--- src/rtl/uart_cmd_parser.sv ---
// uart_cmd_parser: decodes single-byte commands from a UART receiver.
//
// Byte protocol (only bytes strobed by rx_done are looked at):
//   CMD_RUN   -> one-cycle uart_enable pulse
//   CMD_CLEAR -> one-cycle uart_clear pulse
//   CMD_MODE  -> toggles uart_mode (MODE_TOGGLE=1) or pulses it (MODE_TOGGLE=0)
//   CMD_SET   -> opens a decimal argument of up to ARG_DIGITS digits, closed by
//                CR/LF. arg_value takes the value, saturated to ARG_W bits.
//   CR/LF in idle are ignored; anything else in idle pulses cmd_error.
//   A partial argument idle for TIMEOUT cycles is aborted with cmd_error.
//
// Ports:
//   clk, rst        clock, synchronous active-high reset
//   rx_data[7:0]    received byte, valid with rx_done
//   rx_done         one-cycle byte strobe
//   uart_enable     pulse on CMD_RUN
//   uart_clear      pulse on CMD_CLEAR
//   uart_mode       level or pulse on CMD_MODE
//   arg_value       last accepted argument, held between commands
//   arg_valid       pulse when arg_value updates
//   cmd_error       pulse on a rejected byte or a timeout
//   busy            high while an argument is being collected
// All outputs are registered; they respond one cycle after the rx_done sample.

module uart_cmd_parser #(
    parameter logic [7:0]  CMD_RUN     = 8'h72,
    parameter logic [7:0]  CMD_MODE    = 8'h6D,
    parameter logic [7:0]  CMD_CLEAR   = 8'h63,
    parameter logic [7:0]  CMD_SET     = 8'h73,
    parameter int unsigned ARG_W       = 14,
    parameter int unsigned ARG_DIGITS  = 4,
    parameter int unsigned TIMEOUT     = 1_000_000,
    parameter bit          MODE_TOGGLE = 1'b1
) (
    input  logic             clk,
    input  logic             rst,
    input  logic [7:0]       rx_data,
    input  logic             rx_done,
    output logic             uart_enable,
    output logic             uart_clear,
    output logic             uart_mode,
    output logic [ARG_W-1:0] arg_value,
    output logic             arg_valid,
    output logic             cmd_error,
    output logic             busy
);

    // Accumulator is wide enough for 10^ARG_DIGITS - 1.
    localparam int unsigned ACC_W = $clog2(10 ** ARG_DIGITS);
    localparam int unsigned CNT_W = $clog2(ARG_DIGITS + 1);
    localparam int unsigned TMO_W = $clog2(TIMEOUT);
    localparam int unsigned CMP_W = (ACC_W > ARG_W) ? ACC_W : ARG_W;

    typedef enum logic [0:0] {StIdle, StArg} state_e;

    state_e           state;
    logic [ACC_W-1:0] acc;
    logic [CNT_W-1:0] count;
    logic [TMO_W-1:0] tmo_cnt;

    logic             is_digit;
    logic             is_eol;
    logic [ACC_W-1:0] acc_next;
    logic [ARG_W-1:0] arg_sat;

    always_comb begin
        is_digit = (rx_data >= 8'h30) && (rx_data <= 8'h39);
        is_eol   = (rx_data == 8'h0D) || (rx_data == 8'h0A);
        // Low nibble of an ASCII digit is its value; the product cannot overflow
        // because a digit is only accepted while count < ARG_DIGITS.
        acc_next = acc * ACC_W'(10) + ACC_W'(rx_data[3:0]);
        if (CMP_W'(acc) > CMP_W'({ARG_W{1'b1}})) begin
            arg_sat = {ARG_W{1'b1}};
        end else begin
            arg_sat = ARG_W'(acc);
        end
    end

    always_ff @(posedge clk) begin
        if (rst) begin
            state       <= StIdle;
            acc         <= '0;
            count       <= '0;
            tmo_cnt     <= '0;
            uart_enable <= 1'b0;
            uart_clear  <= 1'b0;
            uart_mode   <= 1'b0;
            arg_value   <= '0;
            arg_valid   <= 1'b0;
            cmd_error   <= 1'b0;
            busy        <= 1'b0;
        end else begin
            uart_enable <= 1'b0;
            uart_clear  <= 1'b0;
            arg_valid   <= 1'b0;
            cmd_error   <= 1'b0;
            if (!MODE_TOGGLE) begin
                uart_mode <= 1'b0;
            end

            case (state)
                StIdle: begin
                    if (rx_done) begin
                        if (rx_data == CMD_RUN) begin
                            uart_enable <= 1'b1;
                        end else if (rx_data == CMD_CLEAR) begin
                            uart_clear <= 1'b1;
                        end else if (rx_data == CMD_MODE) begin
                            uart_mode <= MODE_TOGGLE ? ~uart_mode : 1'b1;
                        end else if (rx_data == CMD_SET) begin
                            state   <= StArg;
                            busy    <= 1'b1;
                            acc     <= '0;
                            count   <= '0;
                            tmo_cnt <= '0;
                        end else if (!is_eol) begin
                            cmd_error <= 1'b1;
                        end
                    end
                end

                StArg: begin
                    if (rx_done) begin
                        // A byte landing on the timeout cycle takes priority.
                        tmo_cnt <= '0;
                        if (is_digit && (count < CNT_W'(ARG_DIGITS))) begin
                            acc   <= acc_next;
                            count <= count + 1'b1;
                        end else if (is_eol && (count != '0)) begin
                            arg_value <= arg_sat;
                            arg_valid <= 1'b1;
                            state     <= StIdle;
                            busy      <= 1'b0;
                        end else begin
                            // Too many digits, empty argument, or a stray byte.
                            cmd_error <= 1'b1;
                            state     <= StIdle;
                            busy      <= 1'b0;
                        end
                    end else if (tmo_cnt == TMO_W'(TIMEOUT - 1)) begin
                        cmd_error <= 1'b1;
                        state     <= StIdle;
                        busy      <= 1'b0;
                    end else begin
                        tmo_cnt <= tmo_cnt + 1'b1;
                    end
                end

                default: begin
                    state <= StIdle;
                    busy  <= 1'b0;
                end
            endcase
        end
    end

endmodule

--- config.mk ---
export PLATFORM = sky130hd
export DESIGN_NAME = uart_cmd_parser
export DESIGN_NICKNAME = d
export VERILOG_FILES = /design/src/rtl/uart_cmd_parser.sv
export SDC_FILE = /design/constraint.sdc
export NUM_CORES = 1
export LEC_CHECK = 0
export ABC_AREA = 1
export ABC_CLOCK_PERIOD_IN_PS = 2800
export CAP_MARGIN = 20
export CORE_MARGIN = 1.5
export CORE_UTILIZATION = 40
export CTS_CLUSTER_SIZE = 30
export DETAILED_ROUTE_END_ITERATION = 10
export MAX_ROUTING_LAYER = met4
export PLACE_DENSITY = 0.56
export SLEW_MARGIN = 10
export SYNTH_ARGS = -nofsm -noshare
export SYNTH_HDL_FRONTEND = slang
export SYNTH_SLANG_ARGS = --single-unit
--- constraint.sdc ---
create_clock -name clk -period 2.8 [get_ports clk]
set_input_delay 0.84 -clock clk [delete_from_list [all_inputs] [get_ports clk]]
set_output_delay 0.84 -clock clk [all_outputs]
set_load 0.05 [all_outputs]
## Yosys cells after proc, flatten, opt, wreduce, memory -nomap -nowiden

Index checks and enable logic that the tools add are counted.

| storage, ports and cells | value |
|---|---|
| word-level logic and storage cells | 112 |
| ROM bits | 0 |
| input port bits | 11 |
| memories kept | 0 |
| memory bits (writable) | 0 |
| output and inout port bits | 20 |
| flip-flop bits (word level) | 58 |
| bits in latches | 0 |

| cells by class | value |
|---|---|
| bitwise gates (word level) | 6 |
| div/mod/pow operators | 0 |
| multipliers | 1 |
| order comparisons | 4 |
| multiplexer cells | 57 |
| add/subtract/negate cells | 3 |
| shifts and indexed selects | 0 |
| equal/unequal tests | 17 |
| reduce and logical (&&, ||, !) cells | 13 |

Operator list:

| cell | count |
|---|---|
| 20-bit two-way mux | 7 |
| 14-bit two-way mux | 8 |
| 20-bit one-hot mux with 2 select lines | 1 |
| 8-bit by 7-bit equality test with 1-bit output (second input constant) | 4 |
| 1-bit two-way mux | 29 |
| 14-bit one-hot mux with 2 select lines | 1 |
| 3-bit two-way mux | 7 |
| 20-bit by 1-bit adder with 20-bit output (second input constant) | 1 |
| 20-bit equality test (second input constant) | 1 |
| 8-bit by 4-bit equality test with 1-bit output (second input constant) | 2 |
| 14-bit by 4-bit adder with 14-bit output | 1 |
| 14-bit greater-than comparator (second input constant) | 1 |
| 14-bit by 3-bit multiplier with 13-bit output (second input constant) | 1 |
| 7-bit AND reduction | 2 |
| 2-bit != test (second input constant) | 6 |
| 8-bit by 6-bit >= comparator with 1-bit output (second input constant) | 1 |
| 8-bit by 6-bit <= comparator with 1-bit output (second input constant) | 1 |
| 4-bit OR reduction | 2 |
| 3-bit != test (second input constant) | 2 |
| 1-bit NOT | 6 |
| 1-bit one-hot mux with 2 select lines | 3 |
| 3-bit one-hot mux with 2 select lines | 1 |
| 6-bit AND reduction | 1 |
| 5-bit AND reduction | 1 |
| other kinds (9) | 11 |

## Longest topological paths before layout

| logic depth | value |
|---|---|
| depth after elaboration | 9 |
| gate-level depth with buffers | 15 |
| depth with buffers taken out | 15 |

## Least setup slack after synthesis

OpenSTA, ideal clock, no wires.

| path | value |
|---|---|
| path kind | register -> register |
| start | register acc[1] |
| end | register acc[12] |
| cell stages (with the launch flop) | 15 |
| setup slack | 0.490 ns |
| required time | 2.668 ns |
| period minus slack after synthesis | 2.310 ns |
| setup time | 0.132 ns |
| data arrival time | 2.177 ns |
| path buffers | 0 |
| cell sequence | dfxtp_1 -> ha_1 -> ha_1 -> fa_1 -> nand2_1 -> inv_1 -> nand4_1 -> nand2_1 -> nand3_1 -> nor2_2 -> nand2_1 -> nand2_1 -> nand2_1 -> nand2_1 -> a21oi_1 |

| on the way | value |
|---|---|
| cells in the longest elaborated chain, start to end | 5 |

RTL lines:

| element | RTL line | source |
|---|---|---|
| from (decl) | 57 | `logic [ACC_W-1:0] acc;` |
| from (signal assigned) | 127 | `acc <= acc_next;` |
| 14-bit by 3-bit multiplier with 13-bit output | 71 | `acc_next = acc * ACC_W'(10) + ACC_W'(rx_data[3:0]);` |
| 14-bit by 4-bit adder with 14-bit output | 71 |  |
| 14-bit two-way mux | 126 | `if (is_digit && (count < CNT_W'(ARG_DIGITS))) begin` |
| 14-bit two-way mux | 123 | `if (rx_done) begin` |
| 14-bit one-hot mux with 2 select lines | 101 | `case (state)` |

No other way between the ends. The select of a mux whose other input is x is not followed.
A chain may end at the register's enable or synchronous reset.

## Worst setup path in the final report

| path | value |
|---|---|
| start | register acc[0] |
| end | register acc[10] |

Same word-level chain as after synthesis.

==> impl_metrics.toml <==
[cts]
clk_pin_slew_ps = 70
clk_latency_ps = 340
clkSinkCount = 58
cts_buffers = 9
post-cts-setup-buffer-count = 0
cts_hold_buf = 0
htree_levels = 3
cts_root_buf = "clkbuf_8"
tritoncts = "built"
cts_buffer_depth = 2
cts-resized-gates = 0

[logic_synthesis]
ys_ff_latch = 58
netlist.area_leader.share = 0.319
yosysMostFrequentCell = "nand2_1"
avgSynthCellArea_um2 = 6.67
synth_warnings = 0
synth_flop_cell = "dfxtp_1"
synthesis.nets = 584
synth_common_cells = "nand2_1, nor2_1, inv_1, dfxtp_1, nand3_1"
synth_area_leaders = "dfxtp_1, nand2_1, ha_1"
syn-instance-count = 546
synth-edff-count = 0
async_flop_share = 0
ys_types = 37
synth.largest_area_cell = "dfxtp_1"
syn-cell-area_mm2 = 0.00364
synth-seq-area-share = 0.319

[global_routing]
grt_pass1_wl_um = 15400
grt_pass1_vias = 3320
grt_max_degree = 23
antenna_found_initial = 0
grt-ovfl-total = 0
grt_util_all_layers = 0.203

[flow_run]
max_cap_violations = 0

[routing]
wire_per_inst_um = 12.8
ant_nets = 0
drt_wl_total_um = 9000
drt_iter0_drc = 94
vias = 3513
firstDrtPassIters = 4
route.detailed.drc = 0
vias_per_cell = 4.98

[critical_path]
cp-start-kind = "flip-flop"
critPathRequiredTime_ps = 3010
criticalPathCategory = "flip-flop to flip-flop"
cp_max_fo = 4
worstPathArrival_ps = 2770
end_kind = "flip-flop"

[finish]
final_util = 0.492
drive_above_1_share = 0.0921
num_antenna_cells = 0
final-instance-count-excl-fill = 705
fin_nets = 630
area_delta_synth_final_pct = 18.4

[placed_design]
dp.cells = 689
hpwlAfterDp_um = 6820
place_congestion = 0.908
port_buffers = 30

[power_and_ir_drop]
powerDensity_mw_per_mm2 = 369
p_leak_nw = 1.89
ir_drop_uv = 175

[sta]
worst_pin_slew_ps = 505
setup_viol = 0
fin_skew_ps = 9.60
tns_ps = 0
grt_setup_unrepaired = "no"
drv_slew = 0
hold_viol_final = 0
hold_slack_ps = 454
period_minus_slack_ps = 2550
min_period_over_period = 0.912
slew_headroom = 0.662
fmax_mhz = 392

[floorplan]
fp.dieW_um = 98.4
core-area_mm2 = 0.00876
io_pins = 31
die_area_mm2 = 0.00968
num_rows = 34
die-height_um = 98.4
initial_core_util = 0.415

[hold_path]
hold_class = "flip-flop to flip-flop"

[outcome]
status = "completed"
## cell type report
cell class	instances	area, um^2
inverters	65	244
well taps	108	135
repair buffers	47	428
clock inverters	5	30.0
flip-flops and latches	58	1160
fillers	895	4450
clock buffers	11	141
multi-input cells	411	2170
## flip-flops by register name (all words and copies together) (netlist names), 3 cells and up
name / cells
count: 3
arg_value: 14
tmo_cnt: 20
acc: 14
## routing by layer
metal  global-route usage  share of wire  vias to the layer above
met5                    -              0                        -
met3               0.0365          0.031                        9
li1                     -              -                     1872
met2                0.321           0.46                       64
met1                0.262           0.49                     1568
met4               0.0661          0.013                        0
## cell families after synthesis
family | Yosys count | synth area share
DFF | 58 | 0.319
xor gates and xnor gates | 11 | 0.0265
and+or+nand+nor | 294 | 0.356
adders and majority gates | 27 | 0.0969
buffers and inverters | 77 | 0.0845
AOI/OAI and AO/OA | 79 | 0.117
## path summary, 6_finish.rpt
check / start / cells past startpoint / slack [ps] / end
worst min register to register: busy / 2 / 450 / busy
worst max-delay path: acc[0] / 12 / 250 / acc[10]
worst min-delay path: busy / 2 / 450 / busy
worst max register to register: acc[0] / 12 / 250 / acc[10]
## layout by cell type (no fill, tap or decap), types with 6 or more instances in the layout
| cell type | synthesis | final |
|---|---|---|
| a21oi_1 | 39 | 39 |
| nand3_1 | 40 | 40 |
| clkbuf_8 | 0 | 10 |
| clkdlybuf4s50_1 | 0 | 30 |
| nand2_1 | 125 | 125 |
| buf_4 | 1 | 17 |
| nor2_1 | 79 | 79 |
| o21ai_0 | 19 | 19 |
| o21ai_1 | 12 | 12 |
| nand4_1 | 14 | 14 |
| dfxtp_1 | 58 | 58 |
| xnor2_1 | 6 | 6 |
| nor3_1 | 13 | 13 |
| inv_1 | 62 | 62 |
| ha_1 | 25 | 25 |
## critical path, cell delays in order (launching register included)
cell and delay, ps:
dfxtp_1 380, ha_1 240, ha_1 230, fa_1 580, nand2_1 80, inv_1 50
nand4_1 120, nand2_1 110, nand3_1 140, nor2_2 190, a21oi_1 80, o21ai_0 120
a21oi_1 110
## metrics by stage
stage / total power [W] / cell area (um^2) / setup WS [ps]
6_report: 0.00159 / 4310 / 247
5_1_grt: 0.00166 / 4310 / 64.5
3_5_place_dp: 0.000918 / 4140 / -11.0
2_1_floorplan: 0.000881 / 3640 / 490
3_3_place_gp: 0.000917 / 4140 / 4.28
4_1_cts: 0.00161 / 4310 / 260
## power breakdown
group          internal (W)  total (W)  switching [W]
logic             0.0000293  0.0000728      0.0000435
registers          0.000826   0.000826    0.000000523
clock network      0.000341   0.000691       0.000351
total               0.00120    0.00159       0.000395
Power figures use the tool's default switching activity.
==> patch 1 (config.mk and constraints unchanged) <==
The parameter `ARG_W` goes from 14 to 28.
--- a/src/rtl/uart_cmd_parser.sv
+++ b/src/rtl/uart_cmd_parser.sv
@@ -28,5 +28,5 @@
     parameter logic [7:0]  CMD_CLEAR   = 8'h63,
     parameter logic [7:0]  CMD_SET     = 8'h73,
-    parameter int unsigned ARG_W       = 14,
+    parameter int unsigned ARG_W       = 28,
     parameter int unsigned ARG_DIGITS  = 4,
     parameter int unsigned TIMEOUT     = 1_000_000,
Ports: changed (resized arg_value); port bits go from 31 to 45. The function was not compared with the original's and may differ.
==> patch 1 against the original RTL <==
- final cell count is 1.3% higher
- critical path depth is 2 higher
- count of clock-buffer cells in the layout is 2 higher
- cell area is 2.7% higher
- area after synthesis is 2.4% higher
- critical endpoint is now acc[13]$_SDFFE_PP0P_
- largest power group unchanged
- routed wire length is 0.31% lower
- clock skew is 0.0021 ns lower
- sequential cell count stayed put
- highest routed layer unchanged
- hold slack better by 0.021 ns
- setup slack better by 0.020 ns
- global-route usage is 0.31 points lower
- power is 9.9% higher
==> patch 1: results (changes against the original RTL) <==
- The run finished with clean final reports.
- The top flip-flop cell by instance count after synthesis is dfxtp_1.
- The final net count is 637 (+1.1%).
- The async set-or-reset flop fraction in the synthesized netlist came to 0 (unchanged).
- The reg2reg setup slack is 0.28 ns (+0.03 ns).
- Counting instances in the post-synthesis netlist gives the leading cell types as 99 x nand2_1, 83 x nor2_1, 60 x inv_1.
- The tightest min-delay check is of the flop to flop type.
- The number of clock buffers inserted by TritonCTS was 9 (unchanged).
- The worst slew slack as a fraction of its limit is 0.663 (+0.000796).
- The total detailed-routing wirelength is 8970 um (-0.31%).
- The maximum clock path buffer count came to 2 (unchanged).
- The layout filler cell count is 942 (+5.3%).
- The average vias per placed instance was 4.94 (-0.84%).
- The area of the mapped netlist is 3730 um^2 (+2.4%).
- The total half-perimeter wirelength after legalization and detailed placement is 6870 um (+0.70%).
- The remaining number of nets flagged by the antenna check after routing came to 0 (unchanged).
- Sorting the synthesized cells by area gives the leading types as dfxtp_1 31%, nand2_1 10%, ha_1 8.4%, nor2_1 8.4%, inv_1 6.0%.
- The total routing resource utilization after global routing was 0.200 (-0.00311).
- The via count of the first global-routing pass is 3354 (+1.0%).
- The clock latency on the worst-skew pair was 0.34 ns (about the same).
- The distinct cell type count of the synthesized netlist is 40 (+8.1%).
- The delay of the slowest cell on the worst path is 0.48 ns (-0.10 ns).
- The routability congestion estimate is 0.878 (-3.3%).
- The tree is rooted in a clkbuf_8.
- The biggest fanout along the worst timing path is 3 (-1).
- The iteration-0 DRC count of the detailed router was 117 (+24%).
- The largest registers in the layout are tmo_cnt x20, acc x14, arg_value x14.
- The count of buffers from port buffering is 30 (unchanged).
- The worst-case vdd ir drop is 0.306 mV (+75%).
- The share of cells above drive strength 1 is 0.109 (+0.0173).
- The number of buffers inserted to repair setup after CTS was 0 (unchanged).
- The total number of H-tree levels came to 3 (unchanged).
- The number of synthesis warnings came to 0 (unchanged).
- The pin count of the biggest net entering global routing is 25 (+8.7%).
- The largest clock skew in the final design was 0.00750 ns (-0.00210 ns).
- The portion of the post-synthesis area used by sequential elements is 0.311 (-0.00749).
- The number of detailed-routing iterations run before antenna repair was 5 (+1).
- The global-route wire length before repair is 15400 um (+0.36%).
- The worst-path cell with the longest stage delay is clkdlybuf4s50_1.
- The clock-pin transition on the worst setup and hold timing paths is 0.07 ns (about the same).
- The cell area after placement is 4220 um^2 (+2.0%).
- The leakage power is 0.00199 uW (+5.5%).
- The top achievable clock speed is 0.395 GHz (+0.78%).
- The initial antenna violation count is 0 (unchanged).
- The antenna diode count is 0 (unchanged).
[patch 1: changes by cell type after synthesis, sizes merged, moves of 3 or more]
cell and delta:
nand2 -25, buf +12, o21ai +8, clkbuf +4, nand3 +4, nor3 -3, xor2 -3
[patch 1: layout make-up]
type	count	share of cell area
Clock buffer	13	0.0381
Clock inverter	2	0.00791
Inverter	67	0.0568
Multi-Input combinational cell	412	0.494
Sequential cell	58	0.262
Tap cell	111	0.0314
Timing Repair Buffer	51	0.109
[patch 1: worst max-delay path: cells and delay by family]
kind | cells | cell delay, ns
simple gates | 10 | 1.00
compound gates | 1 | 0.06
fa+ha+maj | 2 | 0.39
buf+inv | 1 | 0.48
[patch 1: power breakdown]
part / leakage (uW) / switching [uW] / total [uW] / internal, uW
registers: 0.000467 / 1.05 / 828 / 827
clock network: 0.000106 / 323 / 800 / 478
logic: 0.00142 / 84.6 / 120 / 35.0
total: 0.00199 / 408 / 1750 / 1340
[patch 1: cell families (layout without fill, tap and decap cells)]
| group | after synthesis | count (layout) | share of synthesized area |
|---|---|---|---|
| AOI/OAI and AO/OA | 86 | 86 | 0.126 |
| xor gates and xnor gates | 8 | 8 | 0.0188 |
| adders and majority gates | 27 | 27 | 0.0946 |
| buffers and inverters | 95 | 133 | 0.115 |
| DFF | 58 | 58 | 0.311 |
| other | 1 | 14 | 0.00101 |
| and+or+nand+nor | 277 | 277 | 0.334 |
[patch 1: per-stage QoR]
| step | utilization | cells | hold WS, ns | worst slack [ns] |
|---|---|---|---|---|
| floorplan | - | 565 | 0.445 | 0.526 |
| global placement | 0.461 | 699 | 0.466 | -0.0597 |
| detailed placement | 0.461 | 699 | 0.464 | -0.101 |
| CTS | 0.484 | 714 | 0.475 | 0.264 |
| global route | 0.484 | 714 | 0.507 | 0.0169 |
| finish | 0.484 | 714 | 0.476 | 0.267 |
[patch 1: path summary, 6_finish.rpt]
| kind | start | to | cells past startpoint |
|---|---|---|---|
| min | acc[13]$_SDFFE_PP0P_ | acc[13]$_SDFFE_PP0P_ | 2 |
| max | rx_data[1] | acc[13]$_SDFFE_PP0P_ | 14 |
| max reg2reg | acc[3]$_SDFFE_PP0P_ | acc[13]$_SDFFE_PP0P_ | 12 |
| min reg2reg | acc[13]$_SDFFE_PP0P_ | acc[13]$_SDFFE_PP0P_ | 2 |
[patch 1: timing repair]
item,CTS,global route
resized for setup,0,1
hold buffers,0,0
setup endpoints to repair,0,1
[patch 1: layer usage]
metal / GRT usage / routed length [um] / up-vias
li1: - / - / 1874
met1: 0.266 / 4510 / 1566
met2: 0.303 / 3950 / 78
met3: 0.0527 / 399 / 10
met4: 0.0498 / 116 / 0
met5: - / 0 / -
==> patch 2 (same flow settings) <==
Made on the original files. Reset style: asynchronous (`rst`), changed in one clocked block. Comments in the files are not updated.
--- a/src/rtl/uart_cmd_parser.sv
+++ b/src/rtl/uart_cmd_parser.sv
@@ -77,5 +77,5 @@
     end
 
-    always_ff @(posedge clk) begin
+    always_ff @(posedge clk or posedge rst) begin
         if (rst) begin
             state       <= StIdle;
Formal check against the unedited RTL: differs if rst is asserted again (counterexample within 4 cycles, from zero or initial values and one cycle with rst high); with rst held inactive, the same outputs for 4 cycles.
==> patch 2 against the original RTL <==
- die area is 8.7% higher
- clock skew is 0.012 ns higher
- routed wire length is 8.6% higher
- synthesized cell count is 3.7% lower
- cell area is 8.4% higher
- sequential cell count stayed put
- area after synthesis is 9.0% higher
- global-route usage is 0.61 points higher
- setup slack worse by 0.042 ns
- critical path type unchanged
- largest cell class unchanged
- highest routed layer unchanged
Power is not compared: it rests on default switching activity, and its combinational part moved more than twofold at a synthesized area within 25%.
==> patch 2: results (changes against the original RTL) <==
- The met2 capacity usage during global routing is 0.323 (+0.00211).
- The total number of H-tree levels is 3 (unchanged).
- The via count of the first global-routing pass is 3482 (+4.9%).
- The amount of wire on met2 after detailed routing is 4500 um (+8.0%).
- The pin count of the biggest net entering global routing is 59 (+160%).
- The number of clock buffers inserted by TritonCTS is 9 (unchanged).
- The antenna diode count is 0 (unchanged).
- The global-route wire length before repair is 16600 um (+7.9%).
- The total half-perimeter wirelength after legalization and detailed placement was 7220 um (+5.9%).
- The iteration-0 DRC count of the detailed router is 135 (+44%).
- The cell area after placement came to 4490 um^2 (+8.5%).
- The worst slew slack as a fraction of its limit was 0.644 (-0.0184).
- The count of buffers from port buffering was 30 (unchanged).
- The count of cells along the worst hold path is 1 (-1).
- The initial antenna violation count came to 0 (unchanged).
- The met1 track demand over resource in global routing is 0.280 (+0.0174).
- The number of detailed-routing iterations run before antenna repair is 4 (unchanged).
- Ranked by total cell area, the synthesized netlist is headed by dfrtp_1 37%, nand2_1 14%, ha_1 7.9%, inv_1 6.5%, nand3_1 4.4%.
- The final net count is 609 (-3.3%).
- The async set-or-reset flop fraction in the synthesized netlist is 1.00 (+1.00).
- The type of the most critical hold path is flop to flop.
- The flow ran to the end, and the final reports show no timing, DRC or antenna violations.
- The worst path arrival time is 2.83 ns (+0.06 ns).
- The clock-pin transition on the worst setup and hold timing paths is 0.08 ns.
- The total via count after detailed routing is 3584 (+2.0%).
- The clock latency on the worst-skew pair is 0.34 ns (about the same).
- The routability congestion estimate is 0.910 (+0.21%).
- The cell type group with the largest total delay on the critical path is adder cells.
- For this run, the leading register cell type out of synthesis is dfrtp_1.
- The total routing resource utilization after global routing came to 0.209 (+0.00607).
- The commonest cells after synthesis are 147 x nand2_1, 69 x inv_1, 58 x dfrtp_1.
- The layer flagged by global routing as most heavily used is met2.
- The distinct cell type count of the synthesized netlist is 43 (+16%).
- The leakage power is 0.00221 uW.
- The met3 track demand over resource in global routing came to 0.0346 (-0.00193).
- The post-placement cell count is 693 (+0.58%).
- The post-synthesis share of cell area spent on full adders, half adders and majority gates is 0.0889 (-0.00798).
- The post-synthesis mux area share was 0 (unchanged).
- The number of buffers inserted to repair setup after CTS was 0 (unchanged).
- The delay of the slowest cell on the worst path is 0.58 ns (about the same).
- The internal power summed over all cells is 1490 uW.
- The worst-case IR drop observed on VDD is 0.329 mV.
- The total routed wire length on the met1 layer is 4790 um (+8.1%).
- The number of cells on the worst reg-to-reg path is 12 (unchanged).
- The maximum clock path buffer count came to 2 (unchanged).
- The synthesized area per cell is 7.54 um^2 (+13%).
- The met3 wire length is 331 um (+19%).
- The portion of the post-synthesis area used by sequential elements is 0.366 (+0.0469).
- The detailed-route wire length per cell was 13.8 um (+8.0%).
- The library cell used as clock root buffer is clkbuf_8.
- The total nets after synthesis is 564 (-3.4%).
- The parity-gate share of the synthesized area counting xor and xnor cells was 0.0328 (+0.00634).
- The largest clock skew in the final design was 0.0212 ns (+0.0116 ns).
- The share of cells above drive strength 1 was 0.127 (+0.0346).
- The average vias per placed instance came to 5.06 (+1.4%).
- The complex-gate fraction of the synthesized area was 0.105 (-0.0115).
## patch 2: worst paths after layout
check | start | slack (ns) | endpoint
setup / recovery | acc[1]$_DFFE_PP0P_ | 0.20 | acc[12]$_DFFE_PP0P_
hold / removal | uart_mode$_DFFE_PP0P_ | 0.47 | uart_mode$_DFFE_PP0P_
setup reg to reg | acc[1]$_DFFE_PP0P_ | 0.20 | acc[12]$_DFFE_PP0P_
hold reg to reg | uart_mode$_DFFE_PP0P_ | 0.47 | uart_mode$_DFFE_PP0P_
max in group asynchronous | rst | 1.64 | acc[2]$_DFFE_PP0P_
min in group asynchronous | rst | 0.84 | tmo_cnt[17]$_DFFE_PP0P_
## patch 2: worst reg2reg max path, cell delays in order, from the launching register on
cell	delay (ns)
dfrtp_1	0.45
ha_1	0.32
ha_1	0.22
fa_1	0.58
nand2_1	0.09
nor2_1	0.09
nand2_1	0.06
nand2_1	0.11
nand4_1	0.14
nor2_2	0.19
nand3_1	0.09
nand3_1	0.08
nand2_1	0.05
## patch 2: layout make-up
type / count / area, um^2
fillers: 961 / 5010
multi-input cells: 383 / 2180
flip-flops and latches: 58 / 1450
repair buffers: 44 / 418
inverters: 75 / 283
well taps: 133 / 166
clock buffers: 10 / 138
clock inverters: 6 / 41.3
## patch 2: stage by stage
| step | hold slack, ns | TNS (ns) | setup slack [ns] | total power [uW] |
|---|---|---|---|---|
| floorplan | 0.442 | 0 | 0.455 | 1500 |
| global placement | 0.453 | 0 | 0.0525 | 1660 |
| detailed placement | 0.461 | -0.0373 | -0.0373 | 1670 |
| CTS | 0.473 | 0 | 0.145 | 2410 |
| global route | 0.496 | 0 | 0.0168 | 2570 |
| finish | 0.467 | 0 | 0.205 | 2400 |
